File: config.mk
export PLATFORM = sky130hd
export DESIGN_NAME = shift_arbiter
export DESIGN_NICKNAME = d
export VERILOG_FILES = /design/src/rtl/shift_pkg.sv /design/src/rtl/shift_arbiter_shifter.sv /design/src/rtl/shift_arbiter.sv
export SDC_FILE = /design/constraint.sdc
export NUM_CORES = 1
export LEC_CHECK = 0
export CAP_MARGIN = 20
export CORE_ASPECT_RATIO = 0.75
export CORE_MARGIN = 2
export CORE_UTILIZATION = 54
export DETAILED_ROUTE_END_ITERATION = 6
export PLACE_DENSITY_LB_ADDON = 0.08
export SLEW_MARGIN = 30
export SYNTH_ARGS = -nofsm -noshare
export SYNTH_HDL_FRONTEND = slang
export SYNTH_HIERARCHICAL = 1
export SYNTH_SLANG_ARGS = --single-unit
export TNS_END_PERCENT = 20
File: constraint.sdc
create_clock -name clk -period 4.3 [get_ports clk]
set_input_delay 0.645 -clock clk [delete_from_list [all_inputs] [get_ports clk]]
set_output_delay 0.645 -clock clk [all_outputs]
set_load 0.01 [all_outputs]
File: src/rtl/shift_pkg.sv
// Shared definitions for the shift arbiter slice.
// Holds the shifter mode encodings and the requester port IDs.
package shift_pkg;

  localparam logic [1:0] SHIFT_SLL  = 2'd0;
  localparam logic [1:0] SHIFT_SRA  = 2'd1;
  localparam logic [1:0] SHIFT_ROR  = 2'd2;
  localparam logic [1:0] SHIFT_NONE = 2'd3;

  localparam logic PORT_ALU = 1'b0;
  localparam logic PORT_BF  = 1'b1;

endpackage

File: src/rtl/shift_arbiter_shifter.sv
// Combinational 16-bit shifter.
// Ports:
//   data_i   - operand (treated as signed for SRA)
//   amt_i    - shift amount 0..15
//   mode_i   - SLL / SRA / ROR / pass-through
//   result_o - shifted result
module shifter
  import shift_pkg::*;
(
  input  logic [15:0] data_i,
  input  logic [3:0]  amt_i,
  input  logic [1:0]  mode_i,
  output logic [15:0] result_o
);

  always_comb begin
    result_o = data_i;
    case (mode_i)
      SHIFT_SLL: result_o = data_i << amt_i;
      SHIFT_SRA: result_o = $unsigned($signed(data_i) >>> amt_i);
      // A left shift by 16 on a 16-bit value yields zero, so amt=0 returns data_i.
      SHIFT_ROR: result_o = (data_i >> amt_i) | (data_i << (5'd16 - {1'b0, amt_i}));
      default:   result_o = data_i;
    endcase
  end

endmodule

File: src/rtl/shift_arbiter.sv
// Two-port arbiter in front of one shared shifter, with a one-entry
// response register tagged by the winning port.
// Ports:
//   clk, rst_n                      - clock, async active-low reset
//   reqN_valid/ready/data/amt/mode  - requester N handshake and operands
//   rsp_valid/ready/data/id         - registered response and its source port
//   gnt_cnt0, gnt_cnt1              - saturating per-port grant counters
module shift_arbiter
  import shift_pkg::*;
#(
  parameter bit          RR_EN = 1'b1,
  parameter int unsigned CNT_W = 8
) (
  input  logic             clk,
  input  logic             rst_n,
  input  logic             req0_valid,
  output logic             req0_ready,
  input  logic [15:0]      req0_data,
  input  logic [3:0]       req0_amt,
  input  logic [1:0]       req0_mode,
  input  logic             req1_valid,
  output logic             req1_ready,
  input  logic [15:0]      req1_data,
  input  logic [3:0]       req1_amt,
  input  logic [1:0]       req1_mode,
  output logic             rsp_valid,
  input  logic             rsp_ready,
  output logic [15:0]      rsp_data,
  output logic             rsp_id,
  output logic [CNT_W-1:0] gnt_cnt0,
  output logic [CNT_W-1:0] gnt_cnt1
);

  logic             rsp_valid_q, rsp_valid_d;
  logic [15:0]      rsp_data_q, rsp_data_d;
  logic             rsp_id_q, rsp_id_d;
  logic             last_gnt_q, last_gnt_d;
  logic [CNT_W-1:0] cnt0_q, cnt0_d;
  logic [CNT_W-1:0] cnt1_q, cnt1_d;

  logic        can_accept;
  logic        gnt1;
  logic        hs;
  logic [15:0] sh_data;
  logic [3:0]  sh_amt;
  logic [1:0]  sh_mode;
  logic [15:0] sh_result;

  assign can_accept = !rsp_valid_q || rsp_ready;

  // Port 1 wins when alone, or under round-robin when port 0 was served last.
  assign gnt1 = req1_valid && (!req0_valid || (RR_EN && (last_gnt_q == PORT_ALU)));
  assign hs   = can_accept && (req0_valid || req1_valid);

  assign req0_ready = can_accept && req0_valid && !gnt1;
  assign req1_ready = can_accept && gnt1;

  assign sh_data = gnt1 ? req1_data : req0_data;
  assign sh_amt  = gnt1 ? req1_amt  : req0_amt;
  assign sh_mode = gnt1 ? req1_mode : req0_mode;

  shifter u_shifter (
    .data_i   (sh_data),
    .amt_i    (sh_amt),
    .mode_i   (sh_mode),
    .result_o (sh_result)
  );

  // rsp_valid doubles as the IDLE/FULL state; no separate state register.
  always_comb begin
    rsp_valid_d = rsp_valid_q;
    rsp_data_d  = rsp_data_q;
    rsp_id_d    = rsp_id_q;
    last_gnt_d  = last_gnt_q;
    cnt0_d      = cnt0_q;
    cnt1_d      = cnt1_q;
    if (hs) begin
      rsp_valid_d = 1'b1;
      rsp_data_d  = sh_result;
      rsp_id_d    = gnt1;
      last_gnt_d  = gnt1;
      if (gnt1) begin
        if (cnt1_q != '1) cnt1_d = cnt1_q + 1'b1;
      end else begin
        if (cnt0_q != '1) cnt0_d = cnt0_q + 1'b1;
      end
    end else if (rsp_ready) begin
      rsp_valid_d = 1'b0;
    end
  end

  always_ff @(posedge clk or negedge rst_n) begin
    if (!rst_n) begin
      rsp_valid_q <= 1'b0;
      rsp_data_q  <= '0;
      rsp_id_q    <= PORT_ALU;
      last_gnt_q  <= PORT_BF;
      cnt0_q      <= '0;
      cnt1_q      <= '0;
    end else begin
      rsp_valid_q <= rsp_valid_d;
      rsp_data_q  <= rsp_data_d;
      rsp_id_q    <= rsp_id_d;
      last_gnt_q  <= last_gnt_d;
      cnt0_q      <= cnt0_d;
      cnt1_q      <= cnt1_d;
    end
  end

  assign rsp_valid = rsp_valid_q;
  assign rsp_data  = rsp_data_q;
  assign rsp_id    = rsp_id_q;
  assign gnt_cnt0  = cnt0_q;
  assign gnt_cnt1  = cnt1_q;

endmodule

### Yosys cells after proc, flatten, opt, wreduce, memory -nomap -nowiden

Index checks and enable logic that the tools add are counted.

* output and inout port bits: 36
* logic and storage cells: 41
* register bits: 35

* add/subtract/negate cells: 3
* bitwise operators: 3
* equality and inequality tests: 4
* shifts and indexed selects: 4
* muxes and demuxes: 6
* reductions and logical operators: 15

Operators by type and width (number)
* $pmux W16 S3: 1
* $add A8 B1 Y8 const B: 2
* $mux W16: 1
* $ne A8 B8 Y1 const B: 2
* $or A16 B16 Y16: 1
* $shl A16 B4 Y16: 1
* $shl A16 B5 Y16: 1
* $shr A16 B4 Y16: 1
* $sshr A16 B4 Y16: 1
* $reduce_and A3 Y1: 2
* $logic_and A1 B1 Y1: 5
* $sub A5 B4 Y5 const A: 1
* $mux W4: 1
* $logic_not A1 Y1: 3
* $logic_or A1 B1 Y1: 3
* $eq A2 B1 Y1 const B: 1
* $eq A2 B2 Y1 const B: 1
* $logic_not A2 Y1: 1
* $mux W1: 2
* $mux W2: 1
* $not A1 Y1: 2
* $reduce_bool A2 Y1: 1

### Depth between registers and ports, before layout

* depth after elaboration: 8
* depth in mapped cells: 15
* mapped depth without buffers: 10

### By module

The synthesis kept the hierarchy.

Modules (own cells, without submodules)
* shifter: instances 1, cells an instance 360, area each 2860.2 um^2
* shift_arbiter: instances 1, cells an instance 152, area each 1801.7 um^2

### Least setup slack after synthesis

OpenSTA, ideal clock, no wires.

* path type: input to register
* start point: in req1_valid
* end point: reg rsp_data_q[11] (netlist: rsp_data[11])
* slack: 277 ps
* library setup time: 125 ps
* required time: 4175 ps
* cell stages on the path: 15
* path buffers: 5
* data arrival time: 3898 ps
* cell sequence: a21boi_4 buf_2 mux2_2 buf_4 buf_2 inv_1 ha_1 buf_2 xor2_2 buf_2 mux2_2 mux2_1 a21oi_1 o31ai_1 mux2_2

* longest elaborated chain between the ends: 6
* elaborated cells between the ends (all ways): 16
* those cells by class: add/sub (1); eq/ne (2); shift (4); mux (4); bitwise (1); reduce/logical (4)

RTL lines
* from (decl): RTL line shift_arbiter.sv:21 `input logic req1_valid,`
* $logic_and A1 B1 Y1 (*): RTL line shift_arbiter.sv:52 `assign gnt1 = req1_valid && (!req0_valid || (RR_EN && (last_gnt_q == PORT_ALU)));`
* $mux W4 (*): RTL line shift_arbiter.sv:59 `assign sh_amt = gnt1 ? req1_amt : req0_amt;`
* named net sh_amt[1]: RTL line shift_arbiter.sv:45 `logic [3:0] sh_amt;`
* $sub A5 B4 Y5: RTL line shift_arbiter_shifter.sv:22 `SHIFT_ROR: result_o = (data_i >> amt_i) | (data_i << (5'd16 - {1'b0, amt_i}));`
* $shl A16 B5 Y16: RTL line shift_arbiter_shifter.sv:22
* $or A16 B16 Y16: RTL line shift_arbiter_shifter.sv:22
* $pmux W16 S3 (*): RTL line shift_arbiter_shifter.sv:18 `case (mode_i)`
* named net sh_result[11]: RTL line shift_arbiter.sv:47 `logic [15:0] sh_result;`
* to (signal assigned): RTL line shift_arbiter.sv:102 `rsp_data_q <= rsp_data_d;`
* to (decl): RTL line shift_arbiter.sv:35 `logic [15:0] rsp_data_q, rsp_data_d;`

Mark *: on every way through the listed nets, which the timed path passes. The rest lies on a longest branch.
A chain may end at the register's enable or synchronous reset.

### Final worst setup path

* start point: in req1_valid
* end point: reg rsp_data_q[9] (netlist: rsp_data[9])

* elaborated cells between the ends (all ways): 16
* those cells by class: add/sub (1); eq/ne (2); shift (4); mux (4); bitwise (1); reduce/logical (4)

RTL lines
* $logic_and A1 B1 Y1 (*): RTL line shift_arbiter.sv:52
* $mux W16 (*): RTL line shift_arbiter.sv:58 `assign sh_data = gnt1 ? req1_data : req0_data;`
* named net sh_data[8]: RTL line shift_arbiter.sv:44 `logic [15:0] sh_data;`
* $shl A16 B5 Y16 / $shr A16 B4 Y16 (equally long branches): RTL line shift_arbiter_shifter.sv:22
* $or A16 B16 Y16: RTL line shift_arbiter_shifter.sv:22
* $pmux W16 S3 (*): RTL line shift_arbiter_shifter.sv:18
* named net sh_result[9]: RTL line shift_arbiter.sv:47

Marked as above.

==> impl_metrics.py <==
metrics = {
    "run_status": {
        "status": "finished, final reports clean",
    },
    "logic_synthesis": {
        "synth_cell_types": 68,
        "synth_top_cell_by_area": "dfrtp_1",
        "synthesis.area_um2": 4660,
        "synth_fp_nets": 564,
        "synthTopCellsByArea": "dfrtp_1 (18%), mux4_2 (17%), mux2_2 (13%), mux2i_1 (6.9%), nor2_1 (3.5%)",
        "synth_enable_flop_cells": 0,
        "synthTopCellsByCount": "mux2_2 (54), nor2_1 (43), nand2_1 (41), mux4_2 (36), dfrtp_1 (34)",
        "ys_ff_latch": 35,
        "synth_cells": 512,
        "synthFlopType": "dfrtp_1",
        "yosysMostFrequentCell": "mux2_2",
        "postSynth.asyncResetShare_pct": 100,
        "ys_seq_area_share_pct": 18.8,
        "synth.avg_cell_area_um2": 9.11,
        "synth_top_area_share_pct": 18.3,
        "yosysWarnings": 6,
    },
    "global_route": {
        "overflow": 0,
        "antenna_found_initial": 0,
        "grt_pass1_wl_um": 25900,
        "grt_max_degree": 53,
        "grt_pass1_vias": 4541,
        "track_usage_pct": 35.2,
    },
    "placed_design": {
        "dp_cells": 674,
        "place_area_um2": 5600,
        "io_buffers": 84,
        "gp_congestion": 0.995,
        "dp_hpwl_um": 11700,
    },
    "power_and_ir_drop": {
        "p_leak_nw": 2.22,
        "irDropWorstVdd_v": 0.000367,
        "p_per_area_nw_per_um2": 385,
    },
    "layout": {
        "diodes": 0,
        "layout.cells.non_filler": 681,
        "area_growth_pct": 23.2,
        "drive_gt1_share_pct": 24.6,
        "final_net_count": 625,
        "stdcell_area_um2": 5740,
    },
    "sta": {
        "whs_ns": 0.506,
        "rsz0062_at_grt": "false",
        "tns_ns": 0,
        "timing.final.crit_share_pct": 94.2,
        "finalSetupViolCount": 0,
        "clock.fmax_ghz": 0.247,
        "worst_pin_slew_ns": 0.791,
        "max_slew_margin_pct": 47.3,
        "period_minus_slack_ns": 4.05,
        "slew_viol_final": 0,
        "clock_skew_ns": 0.00423,
        "hold_violations": 0,
    },
    "detailed_routing": {
        "vias": 4811,
        "dr.pass1.iters": 5,
        "drcViolationCount": 0,
        "avgRoutedWirePerCell_um": 24.2,
        "totalWireLength_um": 16500,
        "vias_per_cell": 7.06,
        "drt_iter0_markers": 750,
        "ant_nets": 0,
    },
    "floorplan": {
        "die_w_um": 111,
        "ios": 85,
        "start_util_pct": 55.4,
        "coreArea_um2": 8420,
        "die-area_um2": 9400,
        "row_count": 29,
        "die_h_um": 84.5,
    },
    "cts": {
        "postCtsSetupRepairBufs": 0,
        "clkSinkCount": 35,
        "cts_tree": "done",
        "clockBufferDepth": 2,
        "hold_buffers": 0,
        "clk_pin_slew_ns": 0.06,
        "cts_resized": 0,
        "clock_latency_ns": 0.28,
        "htreeDepth": 2,
        "cts_root_buf": "clkbuf_16",
        "cts_buffers": 5,
    },
    "critical_path": {
        "crit_fanout": 18,
        "worst-endpoint-arrival_ns": 4.21,
        "crit_required_ns": 4.46,
        "path_delay_family": "multiplexers",
        "end_kind": "register",
        "max_stage_delay_ns": 0.52,
        "cpMaxStageDelayCell": "clkdlybuf4s50_1",
        "crit_chain": "clkdlybuf4s50_1, a21boi_4, buf_4, mux2_2, buf_4, mux2_4, mux4_2, a2111oi_1, o22ai_1, mux2_2",
        "critPathBufInv": 3,
        "setup.worst_path.start_class": "primary input",
        "path_class": "primary input to register",
    },
    "worst_hold_path": {
        "hp-class": "register to register",
    },
    "run": {
        "cap_viol_max_count": 0,
    },
}
-- sequential cells by signal (all words and copies together), names as in the netlist --
name        flops
gnt_cnt0        8
gnt_cnt1        8
last_gnt_q      1
rsp_data       16
rsp_id          1
rsp_valid       1
-- stage by stage --
step	utilization [%]	setup slack, ns	total power [mW]
after global routing	68.2	0.147	2.32
final	68.2	0.251	2.21
after detailed placement	66.5	0.0494	1.81
after CTS	68.2	0.311	2.19
after floorplan	-	0.277	1.31
after global placement	66.5	-0.0152	1.80
-- where the power goes --
part	switching, mW	total [mW]	internal [mW]
Clock	0.140	0.366	0.226
Combinational	0.659	1.31	0.649
Sequential	0.101	0.538	0.437
-- cells in the final DEF, fill, tap and decap left out, types with 3 or more instances in the layout --
cell type / netlist / layout
nor2_1: 43 / 43
nand4_1: 3 / 3
dfrtp_1: 34 / 34
o311ai_0: 3 / 3
mux2i_1: 32 / 32
clkbuf_16: 0 / 5
a31oi_1: 8 / 8
mux4_2: 36 / 36
nand3_1: 13 / 13
mux2_2: 54 / 54
nand2b_1: 11 / 11
o32ai_1: 5 / 5
buf_4: 3 / 25
o211ai_1: 3 / 3
o21ai_0: 22 / 22
o22ai_1: 10 / 10
inv_1: 13 / 13
buf_12: 0 / 3
a211oi_1: 8 / 8
nor4_1: 3 / 3
xor2_1: 4 / 4
o31ai_1: 3 / 3
nand2_1: 41 / 41
o21ai_1: 4 / 4
clkdlybuf4s50_1: 0 / 84
a311oi_1: 3 / 3
mux2_4: 5 / 5
nor3_1: 15 / 15
ha_1: 3 / 3
or3_1: 3 / 3
a21oi_1: 25 / 25
-- cell type report --
cell class                      instances  area, um2
Clock inverter                          1       5.00
Clock buffer                            6        139
Sequential cell                        35        877
Timing Repair Buffer                  112       1090
Fill cell                             708       2680
Inverter                               14       52.6
Tap cell                              108        135
Multi-Input combinational cell        405       3440
-- path summary, 6_finish.rpt --
| kind | from | end | slack (ns) | depth (start not counted) |
|---|---|---|---|---|
| min in group asynchronous | rst_n | gnt_cnt0[5] | 0.77 | 2 |
| min | rsp_data[0] | rsp_data[0] | 0.51 | 1 |
| max in group asynchronous | rst_n | last_gnt_q | 3.17 | 2 |
| max reg2reg | last_gnt_q | rsp_data[9] | 0.81 | 9 |
| min reg2reg | rsp_data[0] | rsp_data[0] | 0.51 | 1 |
| max | req1_valid | rsp_data[9] | 0.25 | 10 |
-- layer usage --
| metal | global-route usage, % | up-vias | wire length, um |
|---|---|---|---|
| li1 | - | 2073 | - |
| met1 | 50.6 | 2265 | 6430 |
| met5 | 0 | - | 0 |
| met3 | 12.1 | 60 | 2400 |
| met4 | 10.5 | 0 | 537 |
| met2 | 50.4 | 413 | 7110 |
-- cells by family after synthesis --
group / after synthesis / synth area share [%]
AND/OR/NAND/NOR: 148 / 15.1
buffers and inverters: 72 / 7.30
adder cells (fa/ha/maj): 3 / 0.805
flip-flops: 35 / 18.8
XOR/XNOR: 6 / 1.45
AO/OA/AOI/OAI: 120 / 17.4
multiplexers: 128 / 39.2
No activity file was read; power rests on OpenSTA's default activity.
